<file path="src/rtl/subsurf_pkg.sv">
// rtl/subsurf_pkg.sv - shared constants, loader state and error codes for the subdivision pipeline
package subsurf_pkg;

  localparam int ADDR_WIDTH   = 9;
  localparam int DEPTH        = 2 ** ADDR_WIDTH;
  localparam int VERTEX_WORDS = 3;

  typedef enum logic [2:0] {
    S_IDLE,
    S_HDR_F,
    S_BODY,
    S_DRAIN,
    S_KICK,
    S_WAIT_HI,
    S_WAIT_LO,
    S_ERR
  } loader_state_t;

  typedef enum logic [1:0] {
    ERR_NONE  = 2'd0,
    ERR_HDR   = 2'd1,
    ERR_SHORT = 2'd2,
    ERR_LONG  = 2'd3
  } err_code_t;

  // Wide enough that 32-bit V and F counts can never wrap the word total.
  function automatic logic [35:0] mesh_total(input logic [31:0] v, input logic [31:0] f,
                                             input int unsigned face_words);
    logic [35:0] v_ext;
    logic [35:0] f_ext;
    v_ext = {4'b0, v};
    f_ext = {4'b0, f};
    return 36'd2 + v_ext * 36'(VERTEX_WORDS) + f_ext * 36'(face_words);
  endfunction

endpackage

</file>
<file path="src/rtl/mesh_loader.sv">
// rtl/mesh_loader.sv - streams a base mesh into RAM0 and kicks the subsurf top after a clean load
module mesh_loader #(
  parameter int ADDR_WIDTH = subsurf_pkg::ADDR_WIDTH,
  parameter int FACE_WORDS = 3
) (
  input  logic                  clk,
  input  logic                  rst,
  input  logic [31:0]           s_data,
  input  logic                  s_valid,
  input  logic                  s_last,
  output logic                  s_ready,
  output logic                  en,
  output logic [ADDR_WIDTH-1:0] a,
  output logic [3:0]            we,
  output logic [31:0]           di,
  output logic                  ss_start,
  input  logic                  ss_busy,
  output logic                  busy,
  output logic                  done,
  output logic [1:0]            err
);
  import subsurf_pkg::*;

  localparam logic [35:0] RAM_DEPTH = 36'(1) << ADDR_WIDTH;

  loader_state_t         state;
  err_code_t             err_q;
  logic [31:0]           v_q;
  logic [ADDR_WIDTH-1:0] idx;
  logic [ADDR_WIDTH-1:0] last_idx;
  logic [35:0]           total;
  logic                  hdr_bad;

  assign total   = mesh_total(v_q, s_data, FACE_WORDS);
  assign hdr_bad = (v_q == 32'd0) || (s_data == 32'd0) || (total > RAM_DEPTH);
  assign s_ready = (state == S_IDLE) || (state == S_HDR_F) || (state == S_BODY) || (state == S_DRAIN);
  assign err     = err_q;

  always_ff @(posedge clk) begin
    if (rst) begin
      state    <= S_IDLE;
      err_q    <= ERR_NONE;
      v_q      <= '0;
      idx      <= '0;
      last_idx <= '0;
      en       <= 1'b0;
      we       <= 4'h0;
      a        <= '0;
      di       <= '0;
      ss_start <= 1'b0;
      busy     <= 1'b0;
      done     <= 1'b0;
    end else begin
      // RAM port and pulses idle unless a branch below drives them this cycle.
      en       <= 1'b0;
      we       <= 4'h0;
      a        <= '0;
      di       <= '0;
      ss_start <= 1'b0;
      done     <= 1'b0;
      case (state)
        S_IDLE: if (s_valid) begin
          en    <= 1'b1;
          we    <= 4'hF;
          di    <= s_data;
          v_q   <= s_data;
          err_q <= ERR_NONE;
          busy  <= 1'b1;
          if (s_last) begin
            err_q <= ERR_SHORT;
            state <= S_ERR;
          end else begin
            state <= S_HDR_F;
          end
        end
        S_HDR_F: if (s_valid) begin
          en       <= 1'b1;
          we       <= 4'hF;
          a        <= ADDR_WIDTH'(1);
          di       <= s_data;
          idx      <= ADDR_WIDTH'(2);
          last_idx <= ADDR_WIDTH'(total - 36'd1);
          if (hdr_bad) begin
            err_q <= ERR_HDR;
            state <= s_last ? S_ERR : S_DRAIN;
          end else if (s_last) begin
            err_q <= ERR_SHORT;
            state <= S_ERR;
          end else begin
            state <= S_BODY;
          end
        end
        S_BODY: if (s_valid) begin
          en <= 1'b1;
          we <= 4'hF;
          a  <= idx;
          di <= s_data;
          if (idx == last_idx) begin
            if (s_last) begin
              state <= S_KICK;
            end else begin
              err_q <= ERR_LONG;
              state <= S_DRAIN;
            end
          end else if (s_last) begin
            err_q <= ERR_SHORT;
            state <= S_ERR;
          end else begin
            idx <= idx + ADDR_WIDTH'(1);
          end
        end
        S_DRAIN: if (s_valid && s_last) state <= S_ERR;
        // KICK follows the cycle that carried the final RAM write, so start lands after it.
        S_KICK: begin
          ss_start <= 1'b1;
          state    <= S_WAIT_HI;
        end
        S_WAIT_HI: if (ss_busy) state <= S_WAIT_LO;
        S_WAIT_LO: if (!ss_busy) begin
          done  <= 1'b1;
          busy  <= 1'b0;
          state <= S_IDLE;
        end
        S_ERR: begin
          busy  <= 1'b0;
          state <= S_IDLE;
        end
        default: state <= S_IDLE;
      endcase
    end
  end

endmodule
</file>
<file path="config.mk">
export PLATFORM = sky130hd
export DESIGN_NAME = mesh_loader
export DESIGN_NICKNAME = d
export VERILOG_FILES = /design/src/rtl/subsurf_pkg.sv /design/src/rtl/mesh_loader.sv
export SDC_FILE = /design/constraint.sdc
export NUM_CORES = 1
export LEC_CHECK = 0
export CORE_UTILIZATION = 38
export DETAILED_ROUTE_END_ITERATION = 6
export DONT_BUFFER_PORTS = 1
export PLACE_DENSITY = 0.56
export SLEW_MARGIN = 20
export SYNTH_ARGS = -nofsm -noshare
export SYNTH_HDL_FRONTEND = slang
export SYNTH_SLANG_ARGS = --single-unit
</file>
<file path="constraint.sdc">
create_clock -name clk -period 6.2 [get_ports clk]
set_clock_uncertainty 0.05 [all_clocks]
set_input_delay 1.24 -clock clk [delete_from_list [all_inputs] [get_ports clk]]
set_output_delay 1.24 -clock clk [all_outputs]
set_load 0.02 [all_outputs]
</file>
Word-level counts from Yosys, hierarchy flattened
Cells that the tools add are included.
{"block": "totals", "output_inout_bits": 52, "register_bits": 104, "elab_cells": 100, "in_bits": 37}
{"block": "classes", "mul": 2, "bitwise_logic": 3, "n_eq_ne": 18, "mux": 38, "magnitude_cmp": 1, "reduce_logical": 22, "n_addsub": 4}
{"op": "$mul 32x2->34 const B", "count": 2}
{"op": "$logic_not 32->1", "count": 2}
{"op": "$mux 9", "count": 5}
{"op": "$mux 3", "count": 13}
{"op": "$add 35x34->36", "count": 1}
{"op": "$gt 36x10->1 const B", "count": 1}
{"op": "$pmux 9 s2", "count": 2}
{"op": "$add 2x34->35 const A", "count": 1}
{"op": "$pmux 3 s8", "count": 1}
{"op": "$mux 2", "count": 8}
{"op": "$ne 2x2->1 const B", "count": 7}
{"op": "$eq 3x3->1 const B", "count": 4}
{"op": "$reduce_and 5->1", "count": 2}
{"op": "$add 9x1->9 const B", "count": 1}
{"op": "$eq 9x9->1", "count": 1}
{"op": "$sub 9x1->9 const B", "count": 1}
{"op": "$reduce_and 7->1", "count": 1}
{"op": "$eq 3x2->1 const B", "count": 2}
{"op": "$mux 1", "count": 6}
{"op": "$pmux 2 s3", "count": 1}
{"op": "$reduce_bool 3->1", "count": 2}
{"op": "$reduce_or 3->1", "count": 2}
{"op": "$logic_or 1x1->1", "count": 5}
{"op": "$mux 4", "count": 1}
{"op": "other kinds (12)", "count": 16}

Longest topological paths before layout
Gate-level depths: netlist of run 1.
{"block": "logic_depth", "ltp_word": 8, "mapped_depth": 15, "mapped_depth_nobuf": 14}

Worst setup path after synthesis of run 1
No wires, ideal clock.
{"block": "synth_path", "path_kind": "in2reg", "from": "input s_data[12]", "to": "register err_q[0], in the netlist err[0]", "path_buffers": 1, "slack_ns": 1.450, "cell_stages": 15, "required_time_ns": 6.022, "arrival_ns": 4.572, "setup_ns": 0.128, "path_cell_list": "inv_1 -> fa_1 -> fa_1 -> inv_1 -> ha_1 -> buf_6 -> a21oi_2 -> o21ai_1 -> a221oi_2 -> o22ai_1 -> or3_2 -> a21oi_2 -> nand4b_4 -> nor4_4 -> a21oi_1"}
{"block": "synth_between", "elab_chain_len": 7, "word_cells_on_any_way": 9, "classes_between": "add/sub: 1; mul: 1; order compare: 1; mux: 3; reduce/logical: 3"}
{"item": "start, declared", "line_no": "mesh_loader.sv:8", "source": "input logic [31:0] s_data,"}
{"item": "$mul 32x2->34", "line_no": "subsurf_pkg.sv:33", "source": "return 36'd2 + v_ext * 36'(VERTEX_WORDS) + f_ext * 36'(face_words);"}
{"item": "$add 35x34->36", "line_no": "subsurf_pkg.sv:33"}
{"item": "$gt 36x10->1", "line_no": "mesh_loader.sv:35", "source": "assign hdr_bad = (v_q == 32'd0) || (s_data == 32'd0) || (total > RAM_DEPTH);"}
{"item": "$logic_or 1x1->1 (*)", "line_no": "mesh_loader.sv:35"}
{"item": "$mux 2 (*)", "line_no": "mesh_loader.sv:83", "source": "if (hdr_bad) begin"}
{"item": "$mux 2 (*)", "line_no": "mesh_loader.sv:76", "source": "S_HDR_F: if (s_valid) begin"}
{"item": "$pmux 2 s3 (*)", "line_no": "mesh_loader.sv:61", "source": "case (state)"}
{"item": "end signal, assigned", "line_no": "mesh_loader.sv:67", "source": "err_q <= ERR_NONE;"}
{"item": "end signal, assigned", "line_no": "mesh_loader.sv:84", "source": "err_q <= ERR_HDR;"}
{"item": "end signal, assigned", "line_no": "mesh_loader.sv:87", "source": "err_q <= ERR_SHORT;"}
{"item": "end, declared", "line_no": "mesh_loader.sv:27", "source": "err_code_t err_q;"}
Every way passes the cells marked *; elsewhere a longest branch is shown, timed or not. The select of a mux whose other input is x is not followed.
A chain may end at the register's enable or synchronous reset.

Worst setup path after layout of run 1
{"block": "layout_path", "from": "input s_data[12]", "to": "register state[0]"}
{"block": "layout_between", "elab_chain_len": 7, "word_cells_on_any_way": 9, "classes_between": "add/sub: 1; mul: 1; order compare: 1; mux: 3; reduce/logical: 3"}
{"item": "$mul 32x2->34", "line_no": "subsurf_pkg.sv:33"}
{"item": "$add 35x34->36", "line_no": "subsurf_pkg.sv:33"}
{"item": "$gt 36x10->1", "line_no": "mesh_loader.sv:35"}
{"item": "$logic_or 1x1->1 (*)", "line_no": "mesh_loader.sv:35"}
{"item": "$mux 3 (*)", "line_no": "mesh_loader.sv:83"}
{"item": "$mux 3 (*)", "line_no": "mesh_loader.sv:76"}
{"item": "$pmux 3 s8 (*)", "line_no": "mesh_loader.sv:61"}
{"item": "end signal, assigned", "line_no": "mesh_loader.sv:85", "source": "state <= s_last ? S_ERR : S_DRAIN;"}
{"item": "end, declared", "line_no": "mesh_loader.sv:26", "source": "loader_state_t state;"}
Marks and branches as above.

==> results of run 1 <==
worst max-delay path, stage by stage:
cell and delay, ns:
inv_1 0.06, fa_1 0.52, fa_1 0.52, inv_1 0.04, ha_1 0.40, a21oi_2 0.23, o21ai_1 0.18, a221oi_2 0.43
o22ai_1 0.20, or3_2 0.49, a21oi_2 0.20, nand4b_4 0.12, nor4_4 0.37, a21oi_1 0.12
state kept, by name, summed over array words and instances (netlist names):
name,cells
we,1
last_idx,9
a,9
di,32
busy,1
idx,9
state,3
err,2
done,1
ss_start,1
v_q,32
cell type report:
type | count | area [um^2]
repair buffers | 4 | 37.5
clock inverters | 7 | 81.3
multi-input cells | 741 | 5630
clock buffers | 9 | 225
fillers | 2163 | 12500
inverters | 136 | 510
flip-flops and latches | 100 | 2000
well taps | 275 | 344
per-stage QoR:
| step | hold slack, ns | setup WS, ns | total power [uW] |
|---|---|---|---|
| after CTS | 0.401 | 1.23 | 3210 |
| after global routing | 0.419 | 0.950 | 3470 |
| after detailed placement | 0.390 | 0.864 | 2620 |
| final | 0.403 | 1.21 | 3200 |
| after floorplan | 0.386 | 1.45 | 2260 |
| after global placement | 0.386 | 0.869 | 2630 |
final timing paths:
check,startpoint,to,slack [ns],cells past startpoint
worst max-delay path,s_data[12],state[0],1.21,14
worst min-delay path,v_q[27],v_q[27],0.40,2
worst max register to register,v_q[6],state[0],1.74,14
worst min register to register,v_q[27],v_q[27],0.40,2
per-layer routing:
layer / up-vias / wire [um] / track usage
met5: - / 0 / 0
met4: 0 / 496 / 0.0646
met3: 23 / 1240 / 0.0248
met2: 191 / 8850 / 0.289
met1: 3131 / 10600 / 0.288
li1: 3377 / - / -
kinds of logic after synthesis:
family | after synthesis
flops | 100
mux | 10
simple gates | 347
compound gates | 233
buf+inv | 182
fa+ha+maj | 119
xor+xnor | 32
power by group:
| group | switching [uW] | total, uW | internal, uW |
|---|---|---|---|
| clock network | 281 | 572 | 291 |
| logic | 1170 | 1890 | 715 |
| registers | 56.6 | 742 | 685 |
Yosys cell counts (8+ instances only):
cell type | n | area [um^2]
nand3_1 | 19 | 95.1
o21ai_1 | 9 | 45.0
or3_1 | 8 | 50.1
nand4_1 | 19 | 119
nor2_1 | 59 | 221
inv_1 | 136 | 510
nor3_1 | 18 | 90.1
nor4_1 | 11 | 68.8
ha_1 | 57 | 713
xnor2_1 | 17 | 149
fa_1 | 62 | 1240
and2_1 | 46 | 288
xor2_1 | 15 | 131
o21ai_0 | 37 | 185
o21a_1 | 9 | 67.6
clkbuf_1 | 27 | 101
nand2_1 | 127 | 477
a21oi_1 | 89 | 445
dfxtp_1 | 100 | 2000
==> summary.md, run 1 <==
| Metric | Value |
|---|---|
| Status | `finished, final reports clean` |
| Total CTS buffers | `9` |
| CTS H-tree depth | `3` |
| Clock-pin transition on the worst setup and hold timing paths | `0.07 ns` |
| Final Util | `0.415` |
| Clk buf depth | `2` |
| Commonest non-fill, non-tap cell in the layout | `inv_1` |
| Die width | `150 um` |
| Slew HR | `0.301` |
| Final setup TNS | `0 ns` |
| Total wire length | `between 20000 and 25000 um` |
| Die area | `approximately 0.023 mm^2` |
| YS warnings | `0` |
| Synth Area in Simple Gates | `0.209` |
| First-pass GRT wire length | `between 30000 and 40000 um` |
| Ys async rst share | `0` |
| Aggregate global-route resource usage | `0.195` |
| Clock Latency Late Sink | `0.35 ns` |
| Worst vdd ir | `around 150 uV` |
| Worst-Margin Slew | `around 1.0 ns` |
| Root Buffer | `clkbuf_16` |
| Iteration-0 DRC Markers | `between 400 and 500` |
| Die height | `around 150 um` |
| Post-synthesis adder-cell area fraction | `0.234` |
| Sequential area share after synthesis | `0.239` |
| Setup Viol. Count Final | `0` |
| P_leak | `roughly 0.0036 uW` |
| PortBufs | `0` |
| Commonest cells after routing, fill and taps aside | `inv_1, nand2_1, dfxtp_1, a21oi_1, fa_1` |
| Layout cell share with drive strength beyond 1 | `0.0662` |
| CP required | `6.37 ns` |
| Synth Area in Compound Gates | `0.182` |
| Routed vias | `around 6700` |
| I/O Pins | `a little under 90` |
| Largest net degree at the start of global routing | `54` |
| Post-synthesis xor/xnor area fraction | `0.0335` |
| GPL Wtd Cong | `~0.89` |
| # Post-CTS Setup Buffers | `0` |
| Fin area | `0.00883 mm^2` |
| Post-cts sizing count | `0` |
| Post-Syn Nets | `1179` |
| Placed Instance Area | `roughly 0.0085 mm^2` |
| Vias in the first global route | `about 6300` |
| Prevailing post-synth register cell | `dfxtp_1` |
| Synth Area per Inst | `~8.2 um^2` |
| WL per Instance | `~17 um` |
| WS Path Type | `in2reg` |
| Effective utilization at floorplan | `0.393` |
| Ant. Diodes | `0` |
| Final Hold Fails | `0` |
| Nets | `about 1100` |
| Clk sink count | `100` |
| Synthesized area | `between 0.008 and 0.009 mm^2` |
| Max cap viols | `0` |
| Worst Path Max Fanout | `8` |
| Initial antenna violation count | `0` |
| Vias per Instance | `approximately 5.3` |
| Slew Viols, Final | `0` |
| Tightest Hold Check Type | `reg2reg` |
| Mux contribution to synthesized area | `0.0124` |
| Rows | `53` |
| # DRC | `0` |
| TritonRoute pass-1 iters | `5` |
| Core region area | `0.0213 mm^2` |
| RSZ-0062 raised after global routing | `no` |
| Remaining Overflow, GRT | `0` |
| Kind of end point of the critical path | `flop` |
| CTS tree | `yes` |
| Nature of the critical path startpoint | `primary input` |
| Fin crit share | `0.804` |
| Dpl cells | `1255` |
| Area delta synth->final | `5.49%` |
| Post-route antenna net violation count | `0` |
| Dpl hpwl | `between 15000 and 20000 um` |
| Synth cell types | `84` |
| Hold_buf cts | `0` |
| Fmax | `between 0.2 and 0.25 GHz` |
| Post-synthesis register bit count | `100` |
| Post-route minimum period | `around 5 ns` |
| Layout Cells excl Fill | `1272` |
| Main combinational cell family by area after synthesis | `adder cells` |
| Pwr dens | `between 300 and 400 mW/mm^2` |
| Post-synthesis cell count | `slightly above 1000` |
| Worst EP arrival | `roughly 5.2 ns` |
| Post-synth EDFFs | `0` |
Power figures use the tool's default switching activity.
==> run 2: changes to the inputs <==
clock period = 5 ns   (was 6.2 ns; I/O delays follow)
==> summary.md, run 2 (synthesized netlist as in run 1, its figures left out) <==
| Metric | Value |
|---|---|
| Ant. Diodes | `0 (unchanged)` |
| Largest net degree at the start of global routing | `54 (unchanged)` |
| Total wire length | `21700 um (was 21200 um)` |
| Fin area | `0.00899 mm^2 (was 0.00883 mm^2)` |
| Critical R2R Capture | `state[0] (unchanged)` |
| Placed Instance Area | `0.00868 mm^2 (was 0.00850 mm^2)` |
| Dpl cells | `1278 (was 1255)` |
| I/O Pins | `89 (unchanged)` |
| Worst R2R Start | `v_q[15] (was v_q[6])` |
| Core region area | `0.0213 mm^2 (unchanged)` |
| Routed vias | `6882 (was 6722)` |
| Layout Cells excl Fill | `1295 (was 1272)` |
| Status | `finished, final reports clean (unchanged)` |
| Hold EP | `v_q[28] (was v_q[27])` |
| Dpl hpwl | `17800 um (was 17400 um)` |
| Die area | `0.0226 mm^2 (unchanged)` |
| # DRC | `0 (unchanged)` |
| Post-route minimum period | `4.64 ns` |
| Commonest cells after routing, fill and taps aside | `inv_1, nand2_1, dfxtp_1, a21oi_1, fa_1 (unchanged)` |
| Initial antenna violation count | `0 (unchanged)` |
| Kind of end point of the critical path | `flop (unchanged)` |
| WS Path Type | `in2reg (unchanged)` |
| Area delta synth->final | `7.51% (was 5.49%)` |
| Worst-Margin Slew | `1.08 ns (was 1.04 ns)` |
| Layout filler cell count | `2140 (was 2163)` |
| Final Hold Fails | `0 (unchanged)` |
| Fmax | `between 0.2 and 0.25 GHz` |
| Commonest non-fill, non-tap cell in the layout | `inv_1 (unchanged)` |
| R2R Setup Slk | `0.66 ns (was 1.74 ns)` |
| P_leak | `0.00370 uW (was 0.00360 uW)` |
| Vias per Instance | `5.31 (was 5.28)` |
| TritonRoute pass-1 iters | `5 (unchanged)` |
| Hold Path Depth | `2 (unchanged)` |
| Total CTS buffers | `9 (unchanged)` |
| Clk sink count | `100 (unchanged)` |
| # Post-CTS Setup Buffers | `0 (unchanged)` |
| Vias in the first global route | `6453 (was 6342)` |
| Crit path buf inv count | `3 (was 2)` |
| Max incr delay on CP | `0.52 ns (about the same)` |
| Sequential standard cell area | `0.00200 mm^2 (unchanged)` |
| RSZ-0062 raised after global routing | `no (unchanged)` |
| Fin crit share | `0.927` |
| Setup Viol. Count Final | `0 (unchanged)` |
| PortBufs | `0 (unchanged)` |
| Nature of the critical path startpoint | `primary input (unchanged)` |
| Clk buf depth | `2 (unchanged)` |
| Rows | `53 (unchanged)` |
| CTS tree | `yes (unchanged)` |
| Nets | `1171 (was 1148)` |
| Post-cts sizing count | `0 (unchanged)` |
| First-pass GRT wire length | `35100 um (was 34400 um)` |
| Final setup TNS | `0 ns (unchanged)` |
| Slew Viols, Final | `0 (unchanged)` |
| Worst vdd ir | `191 uV (was 151 uV)` |
| Aggregate global-route resource usage | `0.198 (was 0.195)` |
| Die width | `150 um (unchanged)` |
| Effective utilization at floorplan | `0.393 (unchanged)` |
| Hold_sp | `v_q[28] (was v_q[27])` |
| Crit-path cells | `inv_1, fa_1, fa_1, inv_1, ha_1, a21oi_1, o211a_1, o21ai_0, o31ai_2, nand2_1, a221oi_1, nand4_4, nor4_4, buf_4, a21oi_1 (was inv_1, fa_1, fa_1, inv_1, ha_1, a21oi_2, o21ai_1, a221oi_2, o22ai_1, or3_2, a21oi_2, nand4b_4, nor4_4, a21oi_1)` |
| Die height | `150 um (unchanged)` |
| Final worst-path setup slack | `0.363 ns (was 1.21 ns)` |
| Pwr dens | `457 mW/mm^2 (was 363 mW/mm^2)` |
| Iteration-0 DRC Markers | `405 (was 461)` |
| Worst Path Max Fanout | `6 (was 8)` |
| Max cap viols | `0 (unchanged)` |
| Clock Latency Late Sink | `0.35 ns (about the same)` |
| CTS H-tree depth | `3 (unchanged)` |
| Biggest regs | `di x32, v_q x32 (unchanged)` |
| Register-to-Register Path Depth | `15 (was 14)` |
| Hold_buf cts | `0 (unchanged)` |
| Remaining Overflow, GRT | `0 (unchanged)` |
| Slowest-stage cell, CP | `fa_1 (unchanged)` |
| Tightest Hold Check Type | `reg2reg (unchanged)` |
| Crit path max-delay family | `compound AO/OA/AOI/OAI gates (was adder cells)` |
| Layout cell share with drive strength beyond 1 | `0.0873 (was 0.0662)` |
| CP required | `5.18 ns (was 6.37 ns)` |
| Post-route antenna net violation count | `0 (unchanged)` |
| Clock-pin transition on the worst setup and hold timing paths | `0.08 ns (was 0.07 ns)` |
| Hold slack | `0.403 ns (about the same)` |
| Multi-input combinational cell area | `0.00563 mm^2 (unchanged)` |
| DP Worst Slack | `0.00741 ns (was 0.864 ns)` |
| GPL Wtd Cong | `0.917 (was 0.895)` |
| WL per Instance | `16.7 um (was 16.6 um)` |
| Worst EP arrival | `4.82 ns (was 5.16 ns)` |
| Root Buffer | `clkbuf_16 (unchanged)` |
| Slew HR | `0.277 (was 0.301)` |
[run 2: changes by cell type in the layout (fill, tap and decap cells not counted), sizes merged]
cell      before  now
clkinvlp       0    1
buf            4   27
inv          142  139
clkinv         1    3
[run 2: where the power goes]
part	internal (uW)	switching, uW	total, uW
registers	850	69.0	919
logic	980	1510	2490
clock network	355	345	700
total	2180	1920	4110
[run 2: cell type report]
type | count | area share
clock buffer | 9 | 0.0250
sequential | 100 | 0.223
tap | 275 | 0.0383
inverter | 136 | 0.0568
multi-input combinational | 741 | 0.625
timing repair buffer | 27 | 0.0234
clock inverter | 7 | 0.00862
[run 2: tightest hold or removal path, stage by stage, from the launching register on]
cell and delay (ns):
dfxtp_1 0.31, nand2_1 0.05, a21oi_1 0.05
[run 2: how the worst max path moves through the flow]
stage          startpoint        to  slack (ns)  cells after the start
2_1_floorplan  s_data[12]    err[0]        0.49                     15
3_3_place_gp   s_data[15]  state[0]       0.001                     15
3_5_place_dp   s_data[15]  state[0]       0.007                     15
4_1_cts        s_data[15]  state[0]        0.34                     15
5_1_grt        s_data[15]  state[0]        0.05                     15
6_report       s_data[15]  state[0]        0.36                     15
[run 2: routing by layer]
layer  up-vias  track usage  share of wire
li1       3422            -              -
met1      3259        0.305           0.51
met2       192        0.299           0.43
met3         9       0.0148          0.053
met4         0       0.0348         0.0067
met5         -            0              0
[run 2: through the flow]
step | power [uW] | utilization
global route | 4440 | 0.423
global placement | 3400 | 0.408
detailed placement | 3390 | 0.408
CTS | 4100 | 0.422
finish | 4110 | 0.423
floorplan | 2800 | -
